--- src/rtl/spi_slave.sv ---
// SPI target engine. Oversamples external SCLK/CS/MOSI in the clk_i domain,
// assembles received bytes for the RX FIFO and returns TX FIFO bytes on MISO,
// MSB first. Clock polarity and phase are fixed at elaboration time.
module spi_slave #(
  parameter logic       CPOL     = 1'b0,
  parameter logic       CPHA     = 1'b0,
  parameter logic [7:0] IdleByte = 8'hFF
) (
  input  logic       clk_i,
  input  logic       rst_ni,
  input  logic       spi_clk_i,
  input  logic       spi_cs_i,
  input  logic       spi_mosi_i,
  output logic       spi_miso_o,
  input  logic [7:0] tx_data_i,
  input  logic       tx_valid_i,
  output logic       tx_ready_o,
  output logic [7:0] rx_data_o,
  output logic       rx_valid_o,
  output logic       tx_underrun_o,
  output logic       busy_o
);

  typedef enum logic {
    ST_IDLE   = 1'b0,
    ST_ACTIVE = 1'b1
  } state_e;

  state_e r_state;
  state_e w_state_next;

  // Synchronizer chains. The third stage of SCLK and CS provides edge detect.
  logic r_sclk_q1, r_sclk_q2, r_sclk_q3;
  logic r_cs_q1, r_cs_q2, r_cs_q3;
  logic r_mosi_q1, r_mosi_q2;

  // Datapath state. MISO itself holds bit 7 of the current TX byte, so the
  // TX shifter only needs the seven bits still to be sent; likewise the RX
  // shifter only needs the seven bits preceding the one being sampled.
  logic [6:0] r_tx_shift;
  logic [6:0] r_rx_shift;
  logic [2:0] r_bit_cnt;
  logic [7:0] r_rx_data;
  logic       r_miso;
  logic       r_tx_ready;
  logic       r_rx_valid;
  logic       r_tx_underrun;

  // Edge and control strobes.
  logic       w_sclk_rise, w_sclk_fall;
  logic       w_lead_edge, w_trail_edge;
  logic       w_sample_edge, w_shift_edge;
  logic       w_cs_fall;
  logic       w_start, w_stop;
  logic       w_do_sample, w_do_shift;
  logic       w_load, w_shift_only;
  logic [7:0] w_load_byte;

  // Two-flop synchronizers plus an edge-detect stage, cleared by reset.
  always_ff @(posedge clk_i or negedge rst_ni) begin
    if (!rst_ni) begin
      r_sclk_q1 <= 1'b0;
      r_sclk_q2 <= 1'b0;
      r_sclk_q3 <= 1'b0;
      r_cs_q1   <= 1'b0;
      r_cs_q2   <= 1'b0;
      r_cs_q3   <= 1'b0;
      r_mosi_q1 <= 1'b0;
      r_mosi_q2 <= 1'b0;
    end else begin
      r_sclk_q1 <= spi_clk_i;
      r_sclk_q2 <= r_sclk_q1;
      r_sclk_q3 <= r_sclk_q2;
      r_cs_q1   <= spi_cs_i;
      r_cs_q2   <= r_cs_q1;
      r_cs_q3   <= r_cs_q2;
      r_mosi_q1 <= spi_mosi_i;
      r_mosi_q2 <= r_mosi_q1;
    end
  end

  assign w_sclk_rise   = r_sclk_q2 & ~r_sclk_q3;
  assign w_sclk_fall   = ~r_sclk_q2 & r_sclk_q3;
  assign w_lead_edge   = CPOL ? w_sclk_fall : w_sclk_rise;
  assign w_trail_edge  = CPOL ? w_sclk_rise : w_sclk_fall;
  assign w_sample_edge = CPHA ? w_trail_edge : w_lead_edge;
  assign w_shift_edge  = CPHA ? w_lead_edge : w_trail_edge;

  // A real high-to-low transition is required to start a frame. Because the
  // CS chain resets to 0, a CS held low across reset never looks like a fall
  // until it has been released and asserted again.
  assign w_cs_fall = r_cs_q3 & ~r_cs_q2;

  assign w_load_byte = tx_valid_i ? tx_data_i : IdleByte;

  // FSM state register.
  always_ff @(posedge clk_i or negedge rst_ni) begin
    if (!rst_ni) begin
      r_state <= ST_IDLE;
    end else begin
      r_state <= w_state_next;
    end
  end

  // Next-state logic and per-cycle action strobes; SCLK edges only count
  // while ACTIVE, and a CS release wins over any coincident SCLK edge.
  always_comb begin
    w_state_next = r_state;
    w_start      = 1'b0;
    w_stop       = 1'b0;
    w_do_sample  = 1'b0;
    w_do_shift   = 1'b0;
    case (r_state)
      ST_IDLE: begin
        if (w_cs_fall) begin
          w_state_next = ST_ACTIVE;
          w_start      = 1'b1;
        end
      end
      ST_ACTIVE: begin
        if (r_cs_q2) begin
          w_state_next = ST_IDLE;
          w_stop       = 1'b1;
        end else begin
          w_do_sample = w_sample_edge;
          w_do_shift  = w_shift_edge;
        end
      end
      default: w_state_next = ST_IDLE;
    endcase
  end

  // A shift edge with bit_cnt==0 is the start of a byte for CPHA=1 and the
  // edge right after the 8th sample for CPHA=0; CPHA=0 additionally loads
  // the first byte as soon as the frame opens.
  assign w_load       = (w_start && (CPHA == 1'b0)) || (w_do_shift && (r_bit_cnt == 3'd0));
  assign w_shift_only = w_do_shift && (r_bit_cnt != 3'd0);

  // TX path: byte load with FIFO pop / underrun strobe, then MSB-first shift.
  always_ff @(posedge clk_i or negedge rst_ni) begin
    if (!rst_ni) begin
      r_tx_shift    <= 7'd0;
      r_miso        <= 1'b0;
      r_tx_ready    <= 1'b0;
      r_tx_underrun <= 1'b0;
    end else begin
      r_tx_ready    <= 1'b0;
      r_tx_underrun <= 1'b0;
      if (w_stop) begin
        r_miso <= 1'b0;
      end else if (w_load) begin
        r_tx_shift    <= w_load_byte[6:0];
        r_miso        <= w_load_byte[7];
        r_tx_ready    <= tx_valid_i;
        r_tx_underrun <= ~tx_valid_i;
      end else if (w_shift_only) begin
        r_tx_shift <= {r_tx_shift[5:0], 1'b0};
        r_miso     <= r_tx_shift[6];
      end
    end
  end

  // RX path: sample MOSI, count bits, publish the byte on the 7->0 wrap.
  // A frame that ends mid-byte simply resets the count; nothing is published.
  always_ff @(posedge clk_i or negedge rst_ni) begin
    if (!rst_ni) begin
      r_rx_shift <= 7'd0;
      r_bit_cnt  <= 3'd0;
      r_rx_data  <= 8'h00;
      r_rx_valid <= 1'b0;
    end else begin
      r_rx_valid <= 1'b0;
      if (w_start || w_stop) begin
        r_rx_shift <= 7'd0;
        r_bit_cnt  <= 3'd0;
      end else if (w_do_sample) begin
        r_rx_shift <= {r_rx_shift[5:0], r_mosi_q2};
        r_bit_cnt  <= r_bit_cnt + 3'd1;
        if (r_bit_cnt == 3'd7) begin
          r_rx_data  <= {r_rx_shift, r_mosi_q2};
          r_rx_valid <= 1'b1;
        end
      end
    end
  end

  assign spi_miso_o    = r_miso;
  assign tx_ready_o    = r_tx_ready;
  assign tx_underrun_o = r_tx_underrun;
  assign rx_data_o     = r_rx_data;
  assign rx_valid_o    = r_rx_valid;
  // Reported from the FSM so that a CS left low across reset does not show
  // as busy until a proper frame has started.
  assign busy_o        = (r_state == ST_ACTIVE);

endmodule
--- config.mk ---
export PLATFORM = sky130hd
export DESIGN_NAME = spi_slave
export DESIGN_NICKNAME = d
export VERILOG_FILES = /design/src/rtl/spi_slave.sv
export SDC_FILE = /design/constraint.sdc
export NUM_CORES = 1
export LEC_CHECK = 0
export BUFFER_PORTS_ARGS = -buffer_cell sky130_fd_sc_hd__buf_2
export CORE_MARGIN = 2
export CORE_UTILIZATION = 61
export CTS_BUF_LIST = sky130_fd_sc_hd__clkbuf_2
export DETAILED_ROUTE_END_ITERATION = 6
export PLACE_DENSITY = 0.95
export SLEW_MARGIN = 20
export SYNTH_ARGS = -nofsm -noshare
export SYNTH_HDL_FRONTEND = slang
export SYNTH_SLANG_ARGS = --single-unit
--- constraint.sdc ---
create_clock -name clk_i -period 4 [get_ports clk_i]
set_input_delay 0.4 -clock clk_i [delete_from_list [all_inputs] [get_ports clk_i]]
set_output_delay 0.4 -clock clk_i [all_outputs]
set_load 0.1 [all_outputs]
==> results.toml, run 1 <==
[run_status]
status = "completed"

[critical_path]
worstPathMaxFanout = 9
worst-path-stages = 1
rrSetupSlack_ns = 2.28
reg2reg_to = "spi_miso_o"
crit_end = "busy_o"
worst_setup_path_start_kind = "flip-flop"
worstSetupPathType = "flip-flop to output port"
cp_cell_sequence = "buf_2"
critical_path_buf_inv_count = 1
critical_path_required_ns = 3.60
critPathSlowestCell = "dfrtp_1"
crit_start = "busy_o"
cp_top_family = "flip-flops"
cp_slowest_stage_delay_ns = 0.57
r2r_start = "busy_o"
worstRegToRegCells = 4
cp.arrival_ns = 1.47
cp-end-kind = "output port"

[logic_synthesis]
ys_seq_elements = 38
syn-cell-area_sq_um = 1530
avgSynthCellArea_sq_um = 13.1
yosysMostFrequentCell = "dfrtp_1"
synthArstFlopShare_pct = 100
syn-num-nets = 134
synth_common_cells = "38 x dfrtp_1, 9 x a22o_1, 9 x mux2_2"
synthDistinctLibCells = 29
netlist_top_cells_area = "dfrtp_1 62%, mux2_2 6.6%, a22o_1 5.2%"
synth_top_area_share_pct = 62.2
synth-main-ff-cell = "dfrtp_1"
yosysSeqAreaShare_pct = 62.2
synth.largest_area_cell = "dfrtp_1"
synth_edf_count = 0
synth_warnings = 0
syn_inst = 117

[drt]
drc_errors = 0
vias = 1001
drt-wirelength-per-cell_um = 14.8
dr.pass1.iters = 4
antenna_left = 0
drt-initial-drc-count = 28
vias_per_cell = 5.69
routed_wl_mm = 2.60

[clock_network]
cts_buffers = 5
clk_pin_slew_ns = 0.19
clock-sinks = 38
postCtsHoldBufs = 0
cts_resized = 0
cts_root_buffer = "clkbuf_2"
cts_setup_buffers = 0
cts_max_path_buffers = 2
htree_levels = 2
clock_latency_ns = 0.40
cts_tree = "built"

[global_routing]
track_usage_pct = 21.0
antenna_found_initial = 0
first_global_vias = 969
grt_overflow = 0
grt_pass1_wl_mm = 4.19
grt_max_degree = 39

[power]
clockPowerShare_pct = 30.6
power.internal_mw = 0.539
combPwrFrac_pct = 12.5
ir_worst_vdd_uv = 317
swShare_pct = 27.7
p_seq_share_pct = 56.9
p_per_area_nw_per_um2 = 435
p_sw_mw = 0.207
p_leak_nw = 0.894

[floorplanning]
pin_count = 27
rows = 18
coreArea_sq_um = 2430
start_util_pct = 62.8
die_area_sq_um = 2920
fp.dieH_um = 54.0
die_width_um = 54.0

[timing]
min_period_ns = 1.87
slew_viol_final = 0
skew_ns = 0.0136
rsz0062_at_grt = "no"
setup_viol = 0
hold_viol = 0
worst_pin_slew_ns = 0.804
max_slew_margin_pct = 46.4
fin_crit_sh_pct = 46.8
fmax_mhz = 534
finalSetupTns_ns = 0

[placement]
place_area_sq_um = 1650
numPortBuffers = 26
dp_hpwl_mm = 1.79
gp_congestion = 0.714

[final_layout]
stdcell_area_sq_um = 1710
drive_gt1_share_pct = 34.9
final-seq-area_sq_um = 951
area_growth_pct = 12.1
fin_nets = 162
n_antenna_cell = 0
multi_input_area_sq_um = 507
n_fill_cell = 181

[job]
cap_violations = 0

[min_path]
hp-class = "input pin to async pin"
==> power groups by stage <==
stage	Clock, mW	Sequential (mW)	Combinational (mW)
after global placement	0	0.429	0.0908
after detailed placement	0	0.431	0.0944
after floorplan	0	0.453	0.0486
after global routing	0.251	0.427	0.103
final	0.228	0.424	0.0934
after CTS	0.231	0.424	0.0946
==> state kept, by name, indices dropped and copies added (netlist names) <==
signal         count
rx_data_o          8
r_rx_shift         7
r_tx_shift         7
r_bit_cnt          3
busy_o             1
r_cs_q1            1
r_cs_q2            1
r_cs_q3            1
r_mosi_q1          1
r_mosi_q2          1
r_sclk_q1          1
r_sclk_q2          1
r_sclk_q3          1
rx_valid_o         1
spi_miso_o         1
tx_ready_o         1
tx_underrun_o      1
==> cell type report <==
class	instances	share of cell area, %
clock inverter	3	2.34
multi-input combinational	68	29.6
clock buffer	5	1.46
tap	30	2.19
inverter	6	1.31
timing repair buffer	26	7.60
sequential	38	55.5
==> how the worst min path moves through the flow <==
stage / endpoint / slack, ns / startpoint / cells after the start
floorplan: busy_o / 0.10 / rst_ni / 0
global placement: r_cs_q2 / 0.33 / r_cs_q1 / 0
detailed placement: r_cs_q2 / 0.34 / r_cs_q1 / 0
CTS: r_tx_shift[4] / 0.07 / rst_ni / 1
global route: r_cs_q1 / 0.06 / spi_cs_i / 1
finish: r_tx_shift[3] / 0.05 / rst_ni / 1
==> per-stage QoR <==
step / hold slack, ns / std cells / power, mW / util [%] / setup slack, ns
2_1_floorplan: 0.104 / 117 / 0.501 / - / 1.94
3_3_place_gp: 0.332 / 168 / 0.520 / 67.7 / 2.40
3_5_place_dp: 0.344 / 168 / 0.526 / 67.7 / 2.30
4_1_cts: 0.0747 / 176 / 0.750 / 70.4 / 2.11
5_1_grt: 0.0621 / 176 / 0.780 / 70.4 / 2.06
6_report: 0.0517 / 176 / 0.746 / 70.4 / 2.13
==> layout by cell type (no fill, tap or decap), types with 2 or more instances in the layout <==
cell type and instances:
inv_1 6, nor3_1 7, dfrtp_1 38, nor2_2 2, clkinv_2 2, mux2_2 9, ha_1 3, clkbuf_2 5
nor3b_1 2, a22o_1 9, o21ai_0 3, buf_2 26, o31ai_1 5, nand2_1 7, nor2_1 7
==> metal layers <==
metal	up-vias	track usage (%)	routed length, um
met5	-	0	0
met4	0	11.3	27
met3	4	5.83	181
met2	34	36.0	1240
met1	494	23.6	1150
li1	469	-	-
==> cell families after synthesis <==
group / synth area share, %
AOI/OAI and AO/OA: 12.7
adders and majority gates: 2.46
buffers and inverters: 4.59
DFF: 62.2
muxes: 6.63
and+or+nand+nor: 11.4
Note: power is estimated with default switching activity, not from simulation.
==> run 2, diff against run 1 <==
CORE_UTILIZATION = 57   (was 61)
PLACE_DENSITY = 0.93   (was 0.95)
clock period = 1.9 ns   (was 4 ns; I/O delays follow)
==> results.toml, run 2 (synthesized netlist as in run 1, its figures left out) <==
[power]
combPwrFrac_pct = 14.4
p_leak_nw = 0.900
ir_worst_vdd_uv = 641
swShare_pct = 29.2
p_seq_share_pct = 63.0
p_per_area_nw_per_um2 = 818
clockPowerShare_pct = 22.6
power.internal_mw = 1.00
p_sw_mw = 0.414

[clock_network]
htree_levels = 2
clock_latency_ns = 0.37
clk_pin_slew_ns = 0.17
cts_tree = "built"
clock-sinks = 38
cts_root_buffer = "clkbuf_2"
cts_resized = 0
cts_setup_buffers = 0
cts_max_path_buffers = 2
cts_buffers = 5

[run_status]
status = "completed"

[final_layout]
area_growth_pct = 13.3
largest_reg_flops = 8
layout_commonest_cell = "dfrtp_1"
n_antenna_cell = 0
drive_gt1_share_pct = 34.7
mostFrequentLayoutCells = "37 x dfrtp_1, 26 x buf_2, 9 x a22o_1, 9 x mux2_2"
fin_nets = 167

[critical_path]
critical_path_required_ns = 2.17
worst_setup_path_start_kind = "flip-flop"
worstSetupPathType = "flip-flop to flip-flop"
reg2reg_to = "spi_miso_o"
r2r_start = "r_sclk_q2"
cp.arrival_ns = 1.93
cp-end-kind = "flip-flop"
worstPathMaxFanout = 18
worstRegToRegCells = 4
rrSetupSlack_ns = 0.24

[placement]
gp_congestion = 0.823
numPortBuffers = 26
dp_hpwl_mm = 1.70

[job]
cap_violations = 0

[timing]
fin_crit_sh_pct = 87.6
worst_pin_slew_ns = 0.532
skew_ns = 0.0124
min_period_ns = 1.66
max_slew_margin_pct = 64.5
slew_viol_final = 0
whs_ns = 0.0385
fmax_mhz = 601
hold_viol = 0
setup_viol = 0
finalSetupTns_ns = 0
rsz0062_at_grt = "no"

[drt]
drt-initial-drc-count = 25
antenna_left = 0
routed_wl_mm = 2.45
dr.pass1.iters = 4
drc_errors = 0
vias = 995
vias_per_cell = 5.53
drt-wirelength-per-cell_um = 13.6

[floorplanning]
pin_count = 27
die_area_sq_um = 3110
fp.dieH_um = 55.8
coreArea_sq_um = 2500
start_util_pct = 61.1
die_width_um = 55.8
rows = 18

[global_routing]
first_global_vias = 975
grt_overflow = 0
grt_pass1_wl_mm = 4.18
track_usage_pct = 17.5
antenna_found_initial = 0
grt_max_degree = 39

[min_path]
hold_path_depth = 2
min_to = "tx_underrun_o"
hp-start = "tx_valid_i"
hp-class = "input pin to flip-flop"
run 2: per-layer routing:
metal	vias to the layer above	global-route usage, %	share of wire, %
li1	478	-	-
met1	484	21.9	46
met2	28	27.4	47
met3	5	5.58	5.6
met4	0	8.71	0.86
met5	-	0	0
run 2: repair_timing:
action | in CTS | in global routing
hold endpoints to repair | 41 | 0
setup endpoints to repair | 0 | 0
hold buffers | 4 | 0
run 2: worst max-delay path: stages, from the launching register on:
cell      delay [ns]
dfrtp_1         0.43
nand2b_1        0.16
a211o_1         0.51
nor4b_1         0.38
nor3_1          0.09
run 2: layout make-up:
| type | count | area [sq um] |
|---|---|---|
| Sequential cell | 38 | 952 |
| Fill cell | 195 | 768 |
| Multi-Input combinational cell | 68 | 507 |
| Timing Repair Buffer | 31 | 178 |
| Tap cell | 30 | 37.5 |
| Clock buffer | 5 | 25.0 |
| Inverter | 6 | 22.5 |
| Clock inverter | 2 | 10.0 |
run 2: per-stage QoR:
| step | std cells | total power, mW | setup WS (ns) | instance area, sq um | utilization (%) |
|---|---|---|---|---|---|
| after floorplan | 117 | 1.06 | 0.123 | 1530 | - |
| after global routing | 180 | 1.49 | 0.0964 | 1730 | 69.3 |
| after CTS | 180 | 1.43 | 0.218 | 1730 | 69.3 |
| final | 180 | 1.42 | 0.236 | 1730 | 69.3 |
| after global placement | 169 | 1.10 | 0.320 | 1660 | 66.3 |
| after detailed placement | 169 | 1.11 | 0.233 | 1660 | 66.3 |
run 2: worst max-delay path by stage:
| stage | slack, ns | from | cells past startpoint | end |
|---|---|---|---|---|
| 2_1_floorplan | 0.12 | busy_o | 6 | spi_miso_o |
| 3_3_place_gp | 0.32 | r_sclk_q2 | 4 | spi_miso_o |
| 3_5_place_dp | 0.23 | r_sclk_q2 | 4 | spi_miso_o |
| 4_1_cts | 0.22 | r_sclk_q2 | 4 | spi_miso_o |
| 5_1_grt | 0.1 | r_sclk_q2 | 4 | spi_miso_o |
| 6_report | 0.24 | r_sclk_q2 | 4 | spi_miso_o |
run 2: power by group through the flow:
| stage | logic (mW) | clock network (mW) | registers [mW] |
|---|---|---|---|
| after floorplan | 0.102 | 0 | 0.954 |
| after global placement | 0.193 | 0 | 0.905 |
| after detailed placement | 0.200 | 0 | 0.909 |
| after CTS | 0.207 | 0.331 | 0.894 |
| after global routing | 0.226 | 0.366 | 0.899 |
| final | 0.204 | 0.320 | 0.893 |
